**src/rtl/rc4_task_ctrl.sv**
```systemverilog
// Top-level RC4 sequencer: runs S-array init, KSA and PRGA in order via start/done
// handshakes, and grants the single S-memory port to whichever task is active.
module rc4_task_ctrl #(
    parameter int unsigned ADDR_W      = 8,
    parameter int unsigned DATA_W      = 8,
    parameter int unsigned KEY_W       = 24,
    parameter int unsigned TIMEOUT_CYC = 4096
) (
    input  logic              clk_i,
    input  logic              rst_i,
    input  logic              start_i,
    input  logic [KEY_W-1:0]  key_i,
    output logic [KEY_W-1:0]  key_o,
    output logic              init_start_o,
    input  logic              init_done_i,
    output logic              ksa_start_o,
    input  logic              ksa_done_i,
    output logic              prga_start_o,
    input  logic              prga_done_i,
    input  logic [ADDR_W-1:0] init_addr_i,
    input  logic [DATA_W-1:0] init_wrdata_i,
    input  logic              init_wren_i,
    input  logic [ADDR_W-1:0] ksa_addr_i,
    input  logic [DATA_W-1:0] ksa_wrdata_i,
    input  logic              ksa_wren_i,
    input  logic [ADDR_W-1:0] prga_addr_i,
    input  logic [DATA_W-1:0] prga_wrdata_i,
    input  logic              prga_wren_i,
    output logic [ADDR_W-1:0] s_addr_o,
    output logic [DATA_W-1:0] s_wrdata_o,
    output logic              s_wren_o,
    output logic [1:0]        phase_o,
    output logic              busy_o,
    output logic              done_o,
    output logic              error_o
);

    localparam int unsigned TimerW = (TIMEOUT_CYC > 1) ? $clog2(TIMEOUT_CYC) : 1;

    typedef enum logic [3:0] {
        StIdle, StInitGo, StInitWait, StKsaGo, StKsaWait,
        StPrgaGo, StPrgaWait, StDone, StError
    } state_e;

    state_e            state_q, state_d;
    logic [KEY_W-1:0]  key_q, key_d;
    logic [TimerW-1:0] timer_q, timer_d;
    logic [1:0]        phase_q, phase_d;
    logic              timeout_hit;

    // A zero TIMEOUT_CYC disables the watchdog; the timer then simply wraps.
    assign timeout_hit = (TIMEOUT_CYC != 0) && (timer_q == TimerW'(TIMEOUT_CYC - 1));

    always_comb begin
        state_d = state_q;
        key_d   = key_q;
        timer_d = '0;
        case (state_q)
            StIdle, StDone, StError: begin
                if (start_i) begin
                    state_d = StInitGo;
                    key_d   = key_i;
                end
            end
            StInitGo: state_d = StInitWait;
            StKsaGo:  state_d = StKsaWait;
            StPrgaGo: state_d = StPrgaWait;
            StInitWait: begin
                if (init_done_i)      state_d = StKsaGo;
                else if (timeout_hit) state_d = StError;
                else                  timer_d = timer_q + 1'b1;
            end
            StKsaWait: begin
                if (ksa_done_i)       state_d = StPrgaGo;
                else if (timeout_hit) state_d = StError;
                else                  timer_d = timer_q + 1'b1;
            end
            StPrgaWait: begin
                if (prga_done_i)      state_d = StDone;
                else if (timeout_hit) state_d = StError;
                else                  timer_d = timer_q + 1'b1;
            end
            default: state_d = StIdle;
        endcase
    end

    // Owner is registered alongside the state so the memory mux sees a clean select.
    always_comb begin
        phase_d = 2'd0;
        case (state_d)
            StInitGo, StInitWait: phase_d = 2'd1;
            StKsaGo, StKsaWait:   phase_d = 2'd2;
            StPrgaGo, StPrgaWait: phase_d = 2'd3;
            default:              phase_d = 2'd0;
        endcase
    end

    always_ff @(posedge clk_i) begin
        if (rst_i) begin
            state_q <= StIdle;
            key_q   <= '0;
            timer_q <= '0;
            phase_q <= 2'd0;
        end else begin
            state_q <= state_d;
            key_q   <= key_d;
            timer_q <= timer_d;
            phase_q <= phase_d;
        end
    end

    always_comb begin
        s_addr_o   = '0;
        s_wrdata_o = '0;
        s_wren_o   = 1'b0;
        case (phase_q)
            2'd1: begin
                s_addr_o   = init_addr_i;
                s_wrdata_o = init_wrdata_i;
                s_wren_o   = init_wren_i;
            end
            2'd2: begin
                s_addr_o   = ksa_addr_i;
                s_wrdata_o = ksa_wrdata_i;
                s_wren_o   = ksa_wren_i;
            end
            2'd3: begin
                s_addr_o   = prga_addr_i;
                s_wrdata_o = prga_wrdata_i;
                s_wren_o   = prga_wren_i;
            end
            default: begin
                s_addr_o   = '0;
                s_wrdata_o = '0;
                s_wren_o   = 1'b0;
            end
        endcase
    end

    assign key_o        = key_q;
    assign phase_o      = phase_q;
    assign init_start_o = (state_q == StInitGo);
    assign ksa_start_o  = (state_q == StKsaGo);
    assign prga_start_o = (state_q == StPrgaGo);
    assign busy_o       = (state_q == StInitGo) || (state_q == StInitWait) ||
                          (state_q == StKsaGo)  || (state_q == StKsaWait)  ||
                          (state_q == StPrgaGo) || (state_q == StPrgaWait);
    assign done_o       = (state_q == StDone);
    assign error_o      = (state_q == StError);

endmodule
```
**config.mk**
```make
export PLATFORM = sky130hd
export DESIGN_NAME = rc4_task_ctrl
export DESIGN_NICKNAME = d
export VERILOG_FILES = /design/src/rtl/rc4_task_ctrl.sv
export SDC_FILE = /design/constraint.sdc
export NUM_CORES = 1
export LEC_CHECK = 0
export ABC_CLOCK_PERIOD_IN_PS = 2400
export BUFFER_PORTS_ARGS = -buffer_cell sky130_fd_sc_hd__clkbuf_2
export CORE_MARGIN = 2
export CORE_UTILIZATION = 43
export CTS_CLUSTER_SIZE = 20
export DETAILED_ROUTE_END_ITERATION = 8
export PLACE_DENSITY = 0.83
export SLEW_MARGIN = 15
export SYNTH_ARGS = -nofsm -noshare
export SYNTH_HDL_FRONTEND = slang
export SYNTH_SLANG_ARGS = --single-unit
export TNS_END_PERCENT = 5
```
**constraint.sdc**
```tcl
create_clock -name clk_i -period 2.4 [get_ports clk_i]
set_input_delay 0.36 -clock clk_i [delete_from_list [all_inputs] [get_ports clk_i]]
set_output_delay 0.36 -clock clk_i [all_outputs]
set_load 0.01 [all_outputs]
```
==> metrics.yaml, run 1 <==
status:
  status: "finished clean"
critical_path:
  endpoint: "s_wrdata_o[6]"
  r2r-end: "phase_o[1]"
  ff2ff_setup_slack_ns: 0.55
  r2r-start: "timer_q[0]"
  critical_path_required_ns: 2.04
  path_class: "reg -> out"
  path_max_fanout: 19
  cp.arrival_ns: 1.57
  reg2reg_depth: 6
  cp-start-kind: "register"
  startpoint: "phase_o[1]"
  crit_path_end_kind: "output pin"
cells_and_area:
  seqCellArea_sq_um: 841
  multiInputGateArea_sq_um: 1190
  design_area_sq_um: 2910
  final_layout_size_suffix_gt1_frac: 0.442
  diodes: 0
  final_net_count: 461
  final_util: 0.617
  fill_cells: 429
  area_growth_pct: 37.7
pwr:
  power.density_nw_per_um2: 600
  p_clk_frac: 0.281
  combinationalPowerShare: 0.276
  pwr-share-seq: 0.442
  switching_power_mw: 0.555
  internal_power_mw: 1.19
  ir_worst_vdd_mv: 0.444
  swShare: 0.318
  p_leak_nw: 1.36
floorplanning:
  num_rows: 25
  die_area_sq_um: 5500
  pin_count: 130
  fp.dieH_um: 74.1
  core_sq_um: 4720
  initial_core_util: 0.448
  die_x_um: 74.1
drt:
  first_pass_iters: 4
  ant_nets: 0
  route.detailed.drc: 0
  routed_via_density: 4.96
  drt_wl_total_um: 5430
  drt_iter0_markers: 79
  wl_per_cell_um: 12.1
  routed-via-count: 2218
placement:
  port_buffers: 129
  dpl_cell_area_sq_um: 2820
  hpwl_um: 4230
  gp_congestion: 0.937
timing:
  slew_headroom: 0.572
  setup-tns-final_ns: 0
  fin_crit_ns: 1.93
  worst_pin_slew_ns: 0.636
  slew_violations: 0
  finClkSkew_ns: 0.0141
  grt_setup_unrepaired: "no"
  finalHoldViolations: 0
  fmax_mhz: 519
  finalSetupViolCount: 0
  timing.final.crit_share: 0.803
grt:
  grt_antenna_before_repair: 0
  track_usage: 0.198
  grt_max_degree: 30
  grt_pass1_vias: 2080
  grt_pass1_wl_um: 8520
  overflow: 0
synthesis:
  synth_warnings: 0
  synth.avg_cell_area_sq_um: 8.30
  synth-seq-area-share: 0.397
  async_flop_share: 0
  netlist_area_sq_um: 2120
  ys_ff_latch: 42
  syn-instance-count: 255
  syn_nets: 337
  synth.distinct_cells: 39
  synth_edf_count: 0
  synthFlopType: "dfxtp_1"
clock_network:
  clk_latency_ns: 0.31
  cts.clk_slew.worst_paths_ns: 0.10
  clockRootBuffer: "clkbuf_8"
  cts_buffer_depth: 2
  clock_sinks: 42
  postCtsSetupBuffers: 0
  cts_tree: "built"
  ctsHoldBuffers: 0
  cts_inserted_buffers: 5
  h-tree-depth: 2
  ctsResizeCount: 0
hold_path:
  hold_class: "in -> reg"
run:
  max-cap-violations: 0
==> power by group through the flow <==
| stage | combinational [mW] | sequential [mW] | clock (mW) |
|---|---|---|---|
| detailed placement | 0.487 | 0.789 | 0 |
| CTS | 0.488 | 0.773 | 0.506 |
| floorplan | 0.278 | 0.796 | 0 |
| global placement | 0.481 | 0.786 | 0 |
| finish | 0.483 | 0.773 | 0.491 |
| global route | 0.529 | 0.780 | 0.532 |
==> cell type report <==
class | instances | area share
clock buffer | 5 | 0.0236
clock inverter | 3 | 0.00988
inverter | 2 | 0.00258
multi-input combinational | 193 | 0.409
sequential | 42 | 0.289
tap | 67 | 0.0288
timing repair buffer | 135 | 0.237
==> per-stage QoR <==
| stage | std cells | setup slack [ns] | power (mW) | hold slack, ns |
|---|---|---|---|---|
| after detailed placement | 439 | 0.553 | 1.28 | 0.441 |
| after global routing | 447 | 0.331 | 1.84 | 0.263 |
| after global placement | 439 | 0.580 | 1.27 | 0.428 |
| final | 447 | 0.473 | 1.75 | 0.259 |
| after CTS | 447 | 0.449 | 1.77 | 0.255 |
| after floorplan | 255 | 0.556 | 1.07 | 0.418 |
==> how the worst min path moves through the flow <==
stage	from	end	slack, ns	depth (start not counted)
2_1_floorplan	timer_q[0]	timer_q[0]	0.42	1
5_1_grt	key_i[1]	key_o[1]	0.26	3
3_5_place_dp	timer_q[0]	timer_q[0]	0.44	1
6_report	key_i[13]	key_o[13]	0.26	3
4_1_cts	key_i[13]	key_o[13]	0.25	3
3_3_place_gp	timer_q[0]	timer_q[0]	0.43	1
==> cells in the final DEF (no fill, tap or decap), drive strengths merged, types with 6 or more instances in the layout <==
cell type / n
a21oi: 24
a22o: 17
buf: 6
clkbuf: 134
dfxtp: 42
mux2: 18
nand2: 55
nor2: 25
nor3: 6
xor2: 7
==> logic make-up (layout without fill, tap and decap cells) <==
family                     Yosys count  in the layout  share of synthesized area
DFF                                 42             42                      0.397
and+or+nand+nor                    108            108                      0.228
AOI/OAI and AO/OA                   54             54                      0.183
muxes                               19             19                      0.101
buffers and inverters               20            145                     0.0390
xor gates and xnor gates            11             11                     0.0455
adders and majority gates            1              1                    0.00591
==> metal layers <==
layer,share of wire,track usage,up-vias
met3,0.11,0.0678,7
met2,0.51,0.384,106
met4,0.012,0.0687,0
met5,0,0,-
met1,0.37,0.192,983
li1,-,-,1122
==> registers in the layout, indices dropped and copies added, names as in the netlist <==
register	count
key_o	24
timer_q	12
state_q	4
phase_o	2
==> cell usage after synthesis (2+ instances only) <==
cell type  instances  area [sq um]
a21oi_1           24           120
a22o_1            17           149
and2_1             2          12.5
and3_1             2          12.5
buf_2              6          30.0
clkbuf_1          11          41.3
dfxtp_1           42           841
inv_1              2          7.51
mux2_2            18           203
nand2_1           55           206
nand2b_1           4          25.0
nand3_1            4          20.0
nor2_1            24          90.1
nor2b_1            3          18.8
nor3_1             5          25.0
nor4_1             2          12.5
o21a_1             3          22.5
xnor2_1            4          35.0
xor2_1             7          61.3
==> worst max-delay path, cell delays in order (launching register included) <==
cell	delay, ns
dfxtp_1	0.32
buf_4	0.24
mux2_2	0.36
a22o_1	0.22
clkbuf_2	0.13
Note: power is estimated with default switching activity, not from simulation.
==> run 2, diff against run 1 <==
- ABC_CLOCK_PERIOD_IN_PS: 2400 -> 2000
- clock period: 2.4 -> 2 ns (I/O delays scaled with it)
==> run 2 against run 1 <==
Compared with the run above:
- count of clock-buffer cells in the layout up 2
- via count grew 1.3%
- cell count is 0.89% higher
- largest cell class unchanged
- sequential cell count stayed put
- sequential power up 19%
- clock power grew 31%
- register-to-register slack got worse by 0.40 ns
- setup slack worse by 0.33 ns
==> metrics.yaml, run 2 (synthesis gave the netlist of run 1 again) <==
drt:
  first_pass_iters: 4  # unchanged
  drt_wl_total_um: 5500  # +1.4%
  route.detailed.drc: 0  # unchanged
  routed-via-count: 2246  # +1.3%
  ant_nets: 0  # unchanged
  drt_iter0_markers: 45  # -43%
  wl_per_cell_um: 12.2  # +0.46%
  routed_via_density: 4.98  # +0.36%
cells_and_area:
  final_common_cell: "clkbuf_2"
  final_layout_size_suffix_gt1_frac: 0.443  # +0.000603
  design_area_sq_um: 2950  # +1.3%
  final_net_count: 465  # +0.87%
  final_util: 0.625  # +0.00821
  fill_cells: 423  # -1.4%
  largest_reg_flops: 24  # unchanged
  diodes: 0  # unchanged
  final_cell_mix: "129 x clkbuf_2, 55 x nand2_1, 42 x dfxtp_1, 24 x nor2_1, 24 x a21oi_1"
  area_growth_pct: 39.5
grt:
  grt_antenna_before_repair: 0  # unchanged
  grt_pass1_vias: 2124  # +2.1%
  grt_pass1_wl_um: 8400  # -1.4%
  top_usage_layer: "met2"
  track_usage: 0.195  # -0.00238
  grtUsageMet1: 0.181  # -0.0113
  grtUsageMet2: 0.395  # +0.0109
  gr-usage-met3: 0.0583  # -0.00949
  overflow: 0  # unchanged
  grt_max_degree: 30  # unchanged
clock_network:
  h-tree-depth: 2  # unchanged
  cts_tree: "built"
  cts.clk_slew.worst_paths_ns: 0.08  # -0.02 ns
  clk_latency_ns: 0.29  # -0.02 ns
  clock_sinks: 42  # unchanged
  cts_inserted_buffers: 5  # unchanged
  ctsResizeCount: 0  # unchanged
  clockRootBuffer: "clkbuf_8"
  cts_buffer_depth: 2  # unchanged
timing:
  setup-tns-final_ns: 0  # unchanged
  holdWs_ns: 0.225  # -0.0342 ns
  finalHoldViolations: 0  # unchanged
  slew_headroom: 0.710  # +0.138
  worst_pin_slew_ns: 0.434  # -0.202 ns
  finalSetupViolCount: 0  # unchanged
  finClkSkew_ns: 0.00612  # -0.00798 ns
  timing.final.crit_share: 0.927
  fmax_mhz: 539
  grt_setup_unrepaired: "no"
  slew_violations: 0  # unchanged
  fin_crit_ns: 1.85
critical_path:
  r2r-start: "timer_q[0]"
  ff2ff_setup_slack_ns: 0.15  # -0.40 ns
  cp.arrival_ns: 1.55  # -0.02 ns
  path_class: "reg -> out"
  crit_path_end_kind: "output pin"
  cp-start-kind: "register"
  reg2reg_depth: 6  # unchanged
  r2r-end: "phase_o[1]"
  path_max_fanout: 19  # unchanged
  critical_path_required_ns: 1.70  # -0.34 ns
floorplanning:
  die_x_um: 74.1  # unchanged
  pin_count: 130  # unchanged
  initial_core_util: 0.448  # unchanged
  fp.dieH_um: 74.1  # unchanged
  core_sq_um: 4720  # unchanged
  die_area_sq_um: 5500  # unchanged
  num_rows: 25  # unchanged
pwr:
  finalPower_mw: 2.15  # +23%
  ir_worst_vdd_mv: 0.505  # +14%
  power.density_nw_per_um2: 730  # +22%
  p_leak_nw: 1.38  # +1.5%
placement:
  gp_congestion: 0.857  # -8.5%
  hpwl_um: 4240  # +0.19%
  port_buffers: 129  # unchanged
  dpl_cell_area_sq_um: 2830  # +0.53%
hold_path:
  worstHoldEndpoint: "key_o[15]"
  hold_depth: 3  # unchanged
  hold_path_startpoint: "key_i[15]"
  hold_class: "in -> reg"
status:
  status: "finished clean"
run:
  max-cap-violations: 0  # unchanged
[run 2: cell count changes in the layout (fill, tap and decap cells not counted)]
cell / delta
bufinv_16: +1
buf_4: +4
inv_8: -1
inv_6: -1
clkbuf_1: +2
clkinv_4: -1
[run 2: report_power, final]
| part | internal, mW | switching (mW) | total, mW |
|---|---|---|---|
| clock | 0.373 | 0.270 | 0.643 |
| sequential | 0.889 | 0.0338 | 0.922 |
| combinational | 0.286 | 0.302 | 0.587 |
[run 2: worst max-delay path, stage by stage, from the launching register on]
cell and delay [ns]:
dfxtp_1 0.31, buf_4 0.24, mux2_2 0.36, a22o_1 0.23, clkbuf_2 0.13
[run 2: how the worst max path moves through the flow]
stage,from,end,cells past startpoint
4_1_cts,phase_o[1],s_wrdata_o[6],4
3_5_place_dp,timer_q[0],phase_o[1],6
5_1_grt,phase_o[1],s_wrdata_o[0],5
2_1_floorplan,phase_o[1],s_addr_o[3],4
3_3_place_gp,timer_q[0],phase_o[1],6
6_report,phase_o[1],s_wrdata_o[6],4
[run 2: layout make-up]
type                       count  area (sq um)  area share
tap                           67          83.8      0.0284
timing repair buffer         139           721       0.244
multi-input combinational    193          1190       0.404
inverter                       2          7.51     0.00254
clock inverter                 1          30.0      0.0102
clock buffer                   7          76.3      0.0259
sequential                    42           841       0.285
[run 2: metal layers]
metal / up-vias / share of wire
met5: - / 0
met4: 0 / 0.011
met3: 6 / 0.097
met2: 100 / 0.52
met1: 1013 / 0.38
li1: 1127 / -
[run 2: timing repair]
action                                  in CTS  in global routing
hold buffers                                 0                  0
endpoints found under the setup margin       0                  2
setup buffers                                0                  2
[run 2: through the flow]
stage               setup slack [ns]  instances
finish                         0.145        451
global route                  0.0302        451
CTS                            0.123        449
detailed placement             0.156        441
global placement               0.180        441
floorplan                      0.216        255
==> run 3, diff against run 2 <==
- ABC_AREA: unset -> 1
==> run 3 against run 2 <==
Compared with the run above:
- area after synthesis unchanged
- clock skew increased by 0.0019 ns
- critical path depth increased by 2
- design area down 1.4%
- combinational power is 15% lower
- clock power decreased by 19%
- power down 9.3%
- cell count is 16% higher
- critical path type unchanged
- largest cell class unchanged
==> metrics.yaml, run 3 <==
floorplanning:
  pin_count: 130  # unchanged
  die_area_sq_um: 5500  # unchanged
  initial_core_util: 0.448  # unchanged
  core_sq_um: 4720  # unchanged
  num_rows: 25  # unchanged
  fp.dieH_um: 74.1  # unchanged
  die_x_um: 74.1  # unchanged
grt:
  track_usage: 0.199  # +0.00384
  grt_pass1_vias: 2172  # +2.3%
  grt_antenna_before_repair: 0  # unchanged
  grt_pass1_wl_um: 8650  # +2.9%
  overflow: 0  # unchanged
  grt_max_degree: 25  # -17%
cells_and_area:
  final_common_cell: "clkbuf_2"
  fill_cells: 448  # +5.9%
  diodes: 0  # unchanged
  final_cell_mix: "129 x clkbuf_2, 75 x nor2_1, 75 x nand2_1, 42 x nand3_1, 42 x dfxtp_1"
  final_layout_size_suffix_gt1_frac: 0.341  # -0.101
  final_net_count: 536  # +15%
  area_growth_pct: 37.5
  final_util: 0.616  # -0.00901
  largest_reg_flops: 24  # unchanged
critical_path:
  ff2ff_setup_slack_ns: 0.26  # +0.11 ns
  critical_path_required_ns: 1.70  # about the same
  cp.arrival_ns: 1.58  # +0.03 ns
  path_max_fanout: 19  # unchanged
  crit_path_end_kind: "output pin"
  cp-start-kind: "register"
  crit_top_cell: "nand2_1"
  cpMaxStageDelayCell: "dfxtp_1"
  r2r-start: "timer_q[0]"
  crit_chain: "buf_4, nand2_1, clkinvlp_4, nand2_1, nand3_1, clkbuf_2"
  cpPeakStageDelay_ns: 0.34  # -0.02 ns
  reg2reg_depth: 12  # +6
  r2r-end: "phase_o[1]"
  path_class: "reg -> out"
synthesis:
  syn-instance-count: 327  # +28%
  yosysMostFrequentCell: "nor2_1"
  netlist_area_sq_um: 2120  # unchanged
  synth-seq-area-share: 0.397  # unchanged
  synth_edf_count: 0  # unchanged
  synth.distinct_cells: 24  # -38%
  synth_top_area_cell: "dfxtp_1"
  synth_top_cell_area_share: 0.397  # unchanged
  synth.avg_cell_area_sq_um: 6.47  # -22%
  syn_nets: 409  # +21%
  ys_ff_latch: 42  # unchanged
  synth.area.top_cells: "dfxtp_1 40%, nor2_1 13%, nand2_1 13%, nand3_1 9.9%, o21ai_0 6.2%"
  synth_common_cells: "76 x nor2_1, 75 x nand2_1, 42 x dfxtp_1, 42 x nand3_1, 26 x o21ai_0"
  synthFlopType: "dfxtp_1"
  synth_warnings: 0  # unchanged
  async_flop_share: 0  # unchanged
timing:
  fmax_mhz: 533  # -1.2%
  setup-tns-final_ns: 0  # unchanged
  finClkSkew_ns: 0.00798  # +0.00186 ns
  fin_crit_ns: 1.88  # +0.0216 ns
  grt_setup_unrepaired: "yes"
  timing.final.crit_share: 0.938  # +0.0108
  slew_headroom: 0.744  # +0.0332
  finalHoldViolations: 0  # unchanged
  slew_violations: 0  # unchanged
  worst_pin_slew_ns: 0.384  # -0.0501 ns
  finalSetupViolCount: 0  # unchanged
  holdWs_ns: 0.257  # +0.0321 ns
pwr:
  power.density_nw_per_um2: 671  # -8.0%
  ir_worst_vdd_mv: 0.532  # +5.3%
  p_leak_nw: 1.50  # +8.4%
run:
  max-cap-violations: 0  # unchanged
clock_network:
  ctsHoldBuffers: 0  # unchanged
  clock_sinks: 42  # unchanged
  clk_latency_ns: 0.29  # about the same
  clockRootBuffer: "clkbuf_8"
  h-tree-depth: 2  # unchanged
  cts_inserted_buffers: 5  # unchanged
  cts_buffer_depth: 2  # unchanged
  postCtsSetupBuffers: 0  # unchanged
  cts.clk_slew.worst_paths_ns: 0.08  # about the same
  cts_tree: "built"
hold_path:
  hold_path_startpoint: "key_i[8]"
  hold_depth: 3  # unchanged
  hold_class: "in -> reg"
  worstHoldEndpoint: "key_o[8]"
drt:
  wl_per_cell_um: 11.0  # -9.8%
  routed_via_density: 4.86  # -2.4%
  first_pass_iters: 4  # unchanged
  m1WireLength_um: 2270  # +9.9%
  drt_iter0_markers: 107  # +140%
  ant_nets: 0  # unchanged
  wl_met2_um: 2790  # -1.7%
  wl_met3_um: 633  # +19%
  routed-via-count: 2533  # +13%
  drt_wl_total_um: 5740  # +4.2%
  routed.top_layer: "met4"
  route.detailed.drc: 0  # unchanged
placement:
  gp_congestion: 0.894  # +4.3%
  port_buffers: 129  # unchanged
  hpwl_um: 4580  # +8.1%
status:
  status: "finished clean"
-- run 3: cells by family (layout without fill, tap and decap cells) --
kind of cell               Yosys count  in the layout  share of synthesized area
buffers and inverters               36            163                     0.0698
adders and majority gates            1              1                    0.00591
and+or+nand+nor                    210            210                      0.419
AOI/OAI and AO/OA                   31             31                     0.0786
DFF                                 42             42                      0.397
xor gates and xnor gates             7              7                     0.0290
-- run 3: stage by stage --
step | std cells | worst slack, ns | power, mW | area (sq um)
global route | 521 | 0.00783 | 2.08 | 2910
detailed placement | 514 | 0.165 | 1.45 | 2810
CTS | 521 | 0.00938 | 1.98 | 2900
finish | 521 | 0.124 | 1.95 | 2910
global placement | 514 | 0.243 | 1.44 | 2810
floorplan | 327 | 0.408 | 1.22 | 2120
-- run 3: worst max-delay path, delay by kind of cell, from the launching register on --
| family | cells | cell delay, ns |
|---|---|---|
| buffers and inverters | 3 | 0.62 |
| AND/OR/NAND/NOR | 3 | 0.35 |
| flip-flops | 1 | 0.34 |
-- run 3: power by group --
part,internal (mW),total (mW),switching [mW]
Sequential,0.899,0.935,0.0362
Clock,0.238,0.519,0.281
Combinational,0.206,0.498,0.292
-- run 3: layout make-up --
cell class,instances,area (sq um),area share
timing repair buffer,133,676,0.232
sequential,42,841,0.289
inverter,23,90.1,0.0310
multi-input combinational,249,1130,0.390
clock inverter,2,15.0,0.00516
tap,67,83.8,0.0288
clock buffer,5,68.8,0.0237
-- run 3: worst max-delay path by stage --
stage / slack, ns / endpoint / startpoint
global placement: 0.24 / s_wren_o / phase_o[1]
finish: 0.12 / s_addr_o[2] / phase_o[0]
floorplan: 0.41 / s_addr_o[3] / phase_o[1]
detailed placement: 0.17 / s_addr_o[5] / phase_o[1]
global route: 0.008 / phase_o[1] / timer_q[0]
CTS: 0.009 / s_addr_o[2] / phase_o[0]
-- run 3: timing repair --
action / in CTS / in global routing
endpoints found under the hold margin: 0 / 0
setup endpoints to repair: 17 / 17
gates resized for setup: 1 / 2
-- run 3: per-layer routing --
metal  up-vias  GRT usage
li1       1290          -
met1      1133      0.206
met2       108      0.374
met3         2     0.0664
met4         0     0.0687
met5         -          0
